## config.mk

```make
export PLATFORM = sky130hd
export DESIGN_NAME = ahb_master_arb_flat
export DESIGN_NICKNAME = d
export VERILOG_FILES = /design/src/rtl/ahb_master_arb_pkg.sv /design/src/rtl/ahb_master_arb_if.sv /design/src/rtl/ahb_master_arb_rr_arb.sv /design/src/rtl/ahb_master_arb.sv /design/src/flat_wrapper.sv
export SDC_FILE = /design/constraint.sdc
export NUM_CORES = 1
export LEC_CHECK = 0
export CAP_MARGIN = 20
export CORE_AREA = 2 2 174 176
export DETAILED_ROUTE_END_ITERATION = 10
export DIE_AREA = 0 0 176 178
export PLACE_DENSITY_LB_ADDON = 0.2
export SETUP_SLACK_MARGIN = 0.02
export SLEW_MARGIN = 25
export SYNTH_ARGS = -nofsm -noshare
export SYNTH_HDL_FRONTEND = slang
export SYNTH_HIERARCHICAL = 1
export SYNTH_SLANG_ARGS = --single-unit
```

## constraint.sdc

```tcl
create_clock -name clk -period 3.55 [get_ports clk]
set_clock_uncertainty 0.1 [all_clocks]
set_input_delay 1.065 -clock clk [delete_from_list [all_inputs] [get_ports clk]]
set_output_delay 1.065 -clock clk [all_outputs]
set_load 0.02 [all_outputs]
```

## src/rtl/ahb_master_arb_pkg.sv

```systemverilog
// ahb_master_arb_pkg: HBURST encodings, burst beat count and arbiter FSM states
package ahb_master_arb_pkg;
   localparam logic [2:0] HB_SINGLE = 3'd0;
   localparam logic [2:0] HB_INCR   = 3'd1;
   localparam logic [2:0] HB_WRAP4  = 3'd2;
   localparam logic [2:0] HB_INCR4  = 3'd3;
   localparam logic [2:0] HB_WRAP8  = 3'd4;
   localparam logic [2:0] HB_INCR8  = 3'd5;
   localparam logic [2:0] HB_WRAP16 = 3'd6;
   localparam logic [2:0] HB_INCR16 = 3'd7;
   typedef enum logic [1:0] {ST_IDLE, ST_ISSUE, ST_LOCKED} state_t;
   function automatic logic [4:0] burst_beats(input logic [2:0] b);
      case (b)
         HB_WRAP4, HB_INCR4:   return 5'd4;
         HB_WRAP8, HB_INCR8:   return 5'd8;
         HB_WRAP16, HB_INCR16: return 5'd16;
         default:              return 5'd1;
      endcase
   endfunction
endpackage

```

## src/rtl/ahb_master_arb_if.sv

```systemverilog
// ahb_master_arb_if: channel-side and master-port signals; strobes only with AHB_ARB_WSTRB_EN
interface ahb_master_arb_if #(
   parameter int CH_NUM     = 4,
   parameter int ADDR_WIDTH = 32,
   parameter int DATA_WIDTH = 32
);
   logic [CH_NUM-1:0]            ch_valid;
   logic [CH_NUM*ADDR_WIDTH-1:0] ch_addr;
   logic [CH_NUM*3-1:0]          ch_burst;
   logic [CH_NUM*4-1:0]          ch_size;
   logic [CH_NUM-1:0]            ch_write;
   logic [CH_NUM*DATA_WIDTH-1:0] ch_wdata;
   logic [CH_NUM-1:0]            ch_ready;
   logic [CH_NUM-1:0]            ch_error;
   logic [DATA_WIDTH-1:0]        ch_rdata;
   logic                         m_valid;
   logic [ADDR_WIDTH-1:0]        m_addr;
   logic [2:0]                   m_burst;
   logic [3:0]                   m_size;
   logic                         m_write;
   logic [DATA_WIDTH-1:0]        m_wdata;
   logic                         m_ready;
   logic [DATA_WIDTH-1:0]        m_rdata;
   logic                         m_master_error;
   logic                         m_other_error;
`ifdef AHB_ARB_WSTRB_EN
   logic [CH_NUM*DATA_WIDTH/8-1:0] ch_strb;
   logic [DATA_WIDTH/8-1:0]        m_strb;
`endif
   modport master (
`ifdef AHB_ARB_WSTRB_EN
      input ch_strb, output m_strb,
`endif
      input ch_valid, ch_addr, ch_burst, ch_size, ch_write, ch_wdata,
      input m_ready, m_rdata, m_master_error, m_other_error,
      output ch_ready, ch_error, ch_rdata,
      output m_valid, m_addr, m_burst, m_size, m_write, m_wdata
   );
   modport slave (
`ifdef AHB_ARB_WSTRB_EN
      output ch_strb, input m_strb,
`endif
      output ch_valid, ch_addr, ch_burst, ch_size, ch_write, ch_wdata,
      output m_ready, m_rdata, m_master_error, m_other_error,
      input ch_ready, ch_error, ch_rdata,
      input m_valid, m_addr, m_burst, m_size, m_write, m_wdata
   );
endinterface

```

## src/rtl/ahb_master_arb_rr_arb.sv

```systemverilog
// ahb_master_arb_rr_arb: round-robin pick of the first requester after the pointer
module ahb_master_arb_rr_arb #(
   parameter int CH_NUM = 4,
   parameter int IW     = $clog2(CH_NUM)
) (
   input  logic [CH_NUM-1:0] i_req,
   input  logic [IW-1:0]     i_ptr,
   output logic [CH_NUM-1:0] o_grant,
   output logic [IW-1:0]     o_idx
);
   localparam logic [CH_NUM-1:0] ONE = CH_NUM'(1);
   logic [IW-1:0] w_c;
   // scan from farthest to nearest so the nearest requester after the pointer is kept
   always_comb begin
      o_idx = '0;
      w_c   = '0;
      for (int k = CH_NUM; k >= 1; k--) begin
         w_c = IW'((int'(i_ptr) + k) % CH_NUM);
         if (i_req[w_c]) o_idx = w_c;
      end
      o_grant = |i_req ? ONE << o_idx : '0;
   end
endmodule

```

## src/rtl/ahb_master_arb.sv

```systemverilog
// ahb_master_arb: N-channel round-robin front end with burst lock into one AHB master port; AHB_ARB_WSTRB_EN adds write strobes
module ahb_master_arb #(
   parameter int CH_NUM     = 4,
   parameter int ADDR_WIDTH = 32,
   parameter int DATA_WIDTH = 32
) (
   input logic             clk,
   input logic             rstn,
   ahb_master_arb_if.master bus
);
   import ahb_master_arb_pkg::*;
   localparam int IW = $clog2(CH_NUM);
   localparam logic [CH_NUM-1:0] ONE = CH_NUM'(1);
   state_t                r_state, w_next;
   logic [IW-1:0]         r_owner, r_ptr, w_win, w_sel;
   logic [CH_NUM-1:0]     w_gnt;
   logic [3:0]            r_cnt;
   logic                  w_load, w_done, w_err;
   logic [ADDR_WIDTH-1:0] r_addr;
   logic [2:0]            r_burst;
   logic [3:0]            r_size;
   logic                  r_write;
   logic [DATA_WIDTH-1:0] r_wdata;
`ifdef AHB_ARB_WSTRB_EN
   localparam int SW = DATA_WIDTH / 8;
   logic [SW-1:0]         r_strb;
`endif
   ahb_master_arb_rr_arb #(.CH_NUM(CH_NUM)) u_rr (
      .i_req   (bus.ch_valid),
      .i_ptr   (r_ptr),
      .o_grant (w_gnt),
      .o_idx   (w_win)
   );
   assign w_sel  = r_state == ST_LOCKED ? r_owner : w_win;
   assign w_load = r_state == ST_IDLE ? |w_gnt : r_state == ST_LOCKED && bus.ch_valid[r_owner];
   assign w_done = r_state == ST_ISSUE && bus.m_ready;
   assign w_err  = bus.m_master_error | bus.m_other_error;
   // state register
   always_ff @(posedge clk or negedge rstn)
      if (!rstn) r_state <= ST_IDLE;
      else       r_state <= w_next;
   // next state: load a beat, or on completion end/abort the burst or wait for the owner's next beat
   always_comb begin
      w_next = r_state;
      if (w_load)      w_next = ST_ISSUE;
      else if (w_done) w_next = (r_cnt == 4'd0 || w_err) ? ST_IDLE : ST_LOCKED;
   end
   // beat registers, owner, round-robin pointer and remaining-beat counter
   always_ff @(posedge clk or negedge rstn)
      if (!rstn) begin
         r_addr  <= '0;
         r_burst <= '0;
         r_size  <= '0;
         r_write <= 1'b0;
         r_wdata <= '0;
         r_owner <= '0;
         r_ptr   <= IW'(CH_NUM - 1);
         r_cnt   <= '0;
`ifdef AHB_ARB_WSTRB_EN
         r_strb  <= '0;
`endif
      end else if (w_load) begin
         r_addr  <= bus.ch_addr[w_sel*ADDR_WIDTH +: ADDR_WIDTH];
         r_burst <= bus.ch_burst[w_sel*3 +: 3];
         r_size  <= bus.ch_size[w_sel*4 +: 4];
         r_write <= bus.ch_write[w_sel];
         r_wdata <= bus.ch_wdata[w_sel*DATA_WIDTH +: DATA_WIDTH];
         r_owner <= w_sel;
         r_ptr   <= w_sel;
`ifdef AHB_ARB_WSTRB_EN
         r_strb  <= bus.ch_strb[w_sel*SW +: SW];
`endif
         if (r_state == ST_IDLE) r_cnt <= 4'(burst_beats(bus.ch_burst[w_sel*3 +: 3]) - 5'd1);
      end else if (w_done && !w_err && r_cnt != 4'd0) begin
         r_cnt <= r_cnt - 4'd1;
      end
   assign bus.m_valid  = r_state == ST_ISSUE;
   assign bus.m_addr   = r_addr;
   assign bus.m_burst  = r_burst;
   assign bus.m_size   = r_size;
   assign bus.m_write  = r_write;
   assign bus.m_wdata  = r_wdata;
`ifdef AHB_ARB_WSTRB_EN
   assign bus.m_strb   = r_strb;
`endif
   assign bus.ch_ready = w_done ? ONE << r_owner : '0;
   assign bus.ch_error = w_done && w_err ? ONE << r_owner : '0;
   assign bus.ch_rdata = w_done ? bus.m_rdata : '0;
endmodule

```

## src/flat_wrapper.sv

```systemverilog
// flat-port wrapper written by rule: the top's interface ports become plain ports
module ahb_master_arb_flat import ahb_master_arb_pkg::*;
#(
   parameter int CH_NUM     = 4,
   parameter int ADDR_WIDTH = 32,
   parameter int DATA_WIDTH = 32
)
  (clk, rstn, bus_ch_valid, bus_ch_addr, bus_ch_burst, bus_ch_size, bus_ch_write, bus_ch_wdata, bus_m_ready, bus_m_rdata, bus_m_master_error, bus_m_other_error, bus_ch_ready, bus_ch_error, bus_ch_rdata, bus_m_valid, bus_m_addr, bus_m_burst, bus_m_size, bus_m_write, bus_m_wdata);
  ahb_master_arb_if #(.CH_NUM(CH_NUM), .ADDR_WIDTH(ADDR_WIDTH), .DATA_WIDTH(DATA_WIDTH)) bus_i ();
  input logic clk;
  input logic rstn;
  input wire logic [$bits(bus_i.ch_valid)-1:0] bus_ch_valid;
  input wire logic [$bits(bus_i.ch_addr)-1:0] bus_ch_addr;
  input wire logic [$bits(bus_i.ch_burst)-1:0] bus_ch_burst;
  input wire logic [$bits(bus_i.ch_size)-1:0] bus_ch_size;
  input wire logic [$bits(bus_i.ch_write)-1:0] bus_ch_write;
  input wire logic [$bits(bus_i.ch_wdata)-1:0] bus_ch_wdata;
  input wire logic [$bits(bus_i.m_ready)-1:0] bus_m_ready;
  input wire logic [$bits(bus_i.m_rdata)-1:0] bus_m_rdata;
  input wire logic [$bits(bus_i.m_master_error)-1:0] bus_m_master_error;
  input wire logic [$bits(bus_i.m_other_error)-1:0] bus_m_other_error;
  output wire logic [$bits(bus_i.ch_ready)-1:0] bus_ch_ready;
  output wire logic [$bits(bus_i.ch_error)-1:0] bus_ch_error;
  output wire logic [$bits(bus_i.ch_rdata)-1:0] bus_ch_rdata;
  output wire logic [$bits(bus_i.m_valid)-1:0] bus_m_valid;
  output wire logic [$bits(bus_i.m_addr)-1:0] bus_m_addr;
  output wire logic [$bits(bus_i.m_burst)-1:0] bus_m_burst;
  output wire logic [$bits(bus_i.m_size)-1:0] bus_m_size;
  output wire logic [$bits(bus_i.m_write)-1:0] bus_m_write;
  output wire logic [$bits(bus_i.m_wdata)-1:0] bus_m_wdata;
  assign bus_i.ch_valid = bus_ch_valid;
  assign bus_i.ch_addr = bus_ch_addr;
  assign bus_i.ch_burst = bus_ch_burst;
  assign bus_i.ch_size = bus_ch_size;
  assign bus_i.ch_write = bus_ch_write;
  assign bus_i.ch_wdata = bus_ch_wdata;
  assign bus_i.m_ready = bus_m_ready;
  assign bus_i.m_rdata = bus_m_rdata;
  assign bus_i.m_master_error = bus_m_master_error;
  assign bus_i.m_other_error = bus_m_other_error;
  assign bus_ch_ready = bus_i.ch_ready;
  assign bus_ch_error = bus_i.ch_error;
  assign bus_ch_rdata = bus_i.ch_rdata;
  assign bus_m_valid = bus_i.m_valid;
  assign bus_m_addr = bus_i.m_addr;
  assign bus_m_burst = bus_i.m_burst;
  assign bus_m_size = bus_i.m_size;
  assign bus_m_write = bus_i.m_write;
  assign bus_m_wdata = bus_i.m_wdata;
  ahb_master_arb #(.CH_NUM(CH_NUM), .ADDR_WIDTH(ADDR_WIDTH), .DATA_WIDTH(DATA_WIDTH)) u_core (.clk(clk), .rstn(rstn), .bus(bus_i));
endmodule
```

==> results.sh <==
export IMPL_outcome="finished, final reports clean"
export IMPL_ys_types=44
export IMPL_wl_per_cell_um=16.2
export IMPL_dp_slack_ns=-0.458
export IMPL_start_util_pct=18.5
export IMPL_final_common_cell="clkdlybuf4s50_1"
export IMPL_setup_viol=0
export IMPL_core_area_um2=29400
export IMPL_syn_cell_area_um2=5430
export IMPL_fin_crit_ns=3.45
export IMPL_synth_nets=862
export IMPL_gp_congestion=0.772
export IMPL_num_rows=63
export IMPL_drc=0
export IMPL_path_clk_slew_ns=0.06
export IMPL_critPathKind="input port to output pin"
export IMPL_rsz0062_at_grt="false"
export IMPL_cts_made_buffers=9
export IMPL_drt_iter0_drc=178
export IMPL_place_inst=1350
export IMPL_die_area_um2=31300
export IMPL_crit_path_top_delay_cell="dlygate4sd2_1"
export IMPL_ys_seq_elements=82
export IMPL_die_w_um=176
export IMPL_insertion_delay_ns=0.34
export IMPL_clk_path_buf_depth=2
export IMPL_power_density_nw_per_um2=747
export IMPL_nets=1308
export IMPL_tightest_slew_ns=0.585
export IMPL_antenna_found_initial=2
export IMPL_critPathCaptureType="output pin"
export IMPL_cpMostUsedCell="dlygate4sd2_1"
export IMPL_port_buffer_count=441
export IMPL_netlist_instances=532
export IMPL_combPwrFrac_pct=66.9
export IMPL_final_cell_count_no_fill=1373
export IMPL_fin_crit_sh_pct=97.1
export IMPL_p_sw_mw=3.43
export IMPL_critPathArrivalTime_ns=2.28
export IMPL_cts_tree="built"
export IMPL_yosys_area_top_type_share_pct=36.9
export IMPL_cpPeakStageDelay_ns=0.32
export IMPL_final_cell_mix="clkdlybuf4s50_1, nand2_1, dfrtp_1, mux4_2"
export IMPL_dpl_hpwl_mm=17.9
export IMPL_synth_area_leaders="dfrtp_1, mux4_2, nand2_1, and2_1, nor2_1"
export IMPL_dr_pass1_iters=4
export IMPL_num_antenna_cells=0
export IMPL_startpoint_type="input port"
export IMPL_path_cells="dlygate4sd2_1 -> and3b_2 -> buf_4 -> buf_8 -> and2_1 -> dlygate4sd2_1"
export IMPL_final_antenna_net_count=0
export IMPL_syn_avg_cell_area_um2=10.2
export IMPL_leakagePower_nw=4.59
export IMPL_switching_share_pct=42.6
export IMPL_wl_mm=22.2
export IMPL_die_height_um=178
export IMPL_grt_overflow=0
export IMPL_ioPinCount=442
export IMPL_ir_worst_vdd_v=0.000503
export IMPL_viasPerCell=4.15
export IMPL_area_growth_pct=98.2
export IMPL_hp_class="flop to flop"
export IMPL_drv_slew=0
export IMPL_synth_edf_count=0
export IMPL_cts_root_buf="clkbuf_16"
export IMPL_grt_total_usage_pct=13.8
export IMPL_clock_fmax_ghz=0.290
export IMPL_ys_warn_count=6
export IMPL_grt_pass1_vias=5912
export IMPL_grt_pass1_wl_mm=33.3
export IMPL_drive_gt1_share_pct=17.3
export IMPL_power_frac_seq_pct=21.8
export IMPL_crit_fanout=11
export IMPL_yosysTopAreaCell="dfrtp_1"
export IMPL_internal_power_mw=4.61
export IMPL_cts_sinks=82
export IMPL_grt_max_degree=48
export IMPL_ys_seq_area_share_pct=37.8
export IMPL_clock_tree_htree_level_count=3
export IMPL_cap_violations=0
export IMPL_vias=5699
export IMPL_power_frac_clock_pct=11.3
export IMPL_ys_flop_type="dfrtp_1"
export IMPL_relSlewSlack_pct=61.0
export IMPL_hold_violations=0
export IMPL_cp_required_ns=2.38
export IMPL_async_flop_share_pct=100
export IMPL_layout_setup_ws_ns=0.104
==> worst max-delay path: cells and delay by family <==
kind                   cells  cell delay [ns]
buffers and inverters      4             0.83
AND/OR/NAND/NOR            2             0.38
==> area by class of cell <==
type | count | area [um^2]
multi-input combinational | 405 | 3250
clock inverter | 7 | 51.3
timing repair buffer | 478 | 4680
clock buffer | 9 | 225
tap | 390 | 488
sequential | 82 | 2050
inverter | 2 | 7.51
fill | 2949 | 18600
==> cells in the mapped netlist, types with 2 or more instances <==
cell type / number
nand2_1: 224
a21oi_1: 9
nor2b_1: 3
clkbuf_1: 16
buf_1: 14
nor4_1: 2
buf_6: 4
mux2i_1: 2
nand2b_1: 2
o211a_1: 2
mux4_2: 73
o21bai_1: 2
buf_2: 9
inv_1: 2
nor3_1: 6
nor2_1: 17
dfrtp_1: 80
o21ai_1: 2
and2_1: 33
o21ai_0: 5
dfstp_2: 2
==> cell families (layout without fill, tap and decap cells) <==
group	Yosys count	in the layout	synth area share [%]
and+or+nand+nor	296	296	23.2
AOI/OAI and AO/OA	33	33	4.24
muxes	75	75	30.7
adders and majority gates	1	1	0.230
buffers and inverters	45	496	3.87
DFF	82	82	37.8
==> registers in the layout, summed over array words and instances (netlist names) <==
signal              cells
u_core/bus.m_addr      32
u_core/bus.m_wdata     32
u_core/bus.m_size       4
u_core/r_cnt            4
u_core/bus.m_burst      3
u_core/r_owner          2
u_core/r_ptr            2
u_core/r_state          2
u_core/bus.m_write      1
==> routing by layer <==
layer  vias to the layer above  wire length, um  GRT usage (%)
met4                         2              300           3.58
met5                         -               12              0
met3                        16             1850           4.07
met2                       245            11700           25.5
li1                       2750                -              -
met1                      2686             8290           15.5
==> metrics by stage <==
step	power [mW]	hold slack (ns)	cell area [um^2]	setup TNS [ns]	utilization, %
2_1_floorplan	4.91	0.356	5460	0	-
3_3_place_gp	7.18	0.349	10500	-28.30	35.6
3_5_place_dp	7.20	0.354	10500	-29.99	35.6
4_1_cts	8.18	0.369	10700	0	36.4
5_1_grt	8.71	0.384	10800	0	36.6
6_report	8.04	0.364	10800	0	36.6
==> power by group through the flow <==
stage          sequential, mW  combinational [mW]  clock [mW]
6_report                 1.75                5.38       0.912
5_1_grt                  1.83                5.89       0.992
4_1_cts                  1.76                5.46       0.961
3_5_place_dp             1.77                5.43           0
3_3_place_gp             1.75                5.43           0
2_1_floorplan            2.16                2.75           0
==> path summary, 6_finish.rpt <==
path	start	end	slack (ns)	cells past startpoint
setup / recovery	bus_m_ready	bus_ch_rdata[23]	0.10	6
hold reg to reg	u_core/bus.m_addr[22]$_DFFE_PN0N_	u_core/bus.m_addr[22]$_DFFE_PN0N_	0.36	2
max in group asynchronous	rstn	u_core/bus.m_addr[22]$_DFFE_PN0N_	2.09	2
min in group asynchronous	rstn	u_core/bus.m_wdata[23]$_DFFE_PN0N_	0.60	1
setup reg to reg	u_core/r_ptr[1]$_DFFE_PN1N_	u_core/r_cnt[2]$_DFFE_PN0P_	0.49	10
hold / removal	u_core/bus.m_addr[22]$_DFFE_PN0N_	u_core/bus.m_addr[22]$_DFFE_PN0N_	0.36	2
==> repair_timing <==
action	CTS	global route
resized for setup	117	11
hold buffers	0	0
endpoints found under the setup margin	41	47
cloned	1	0
setup buffers	5	1
pin swaps	1	5
No activity file was read; power rests on OpenSTA's default activity.
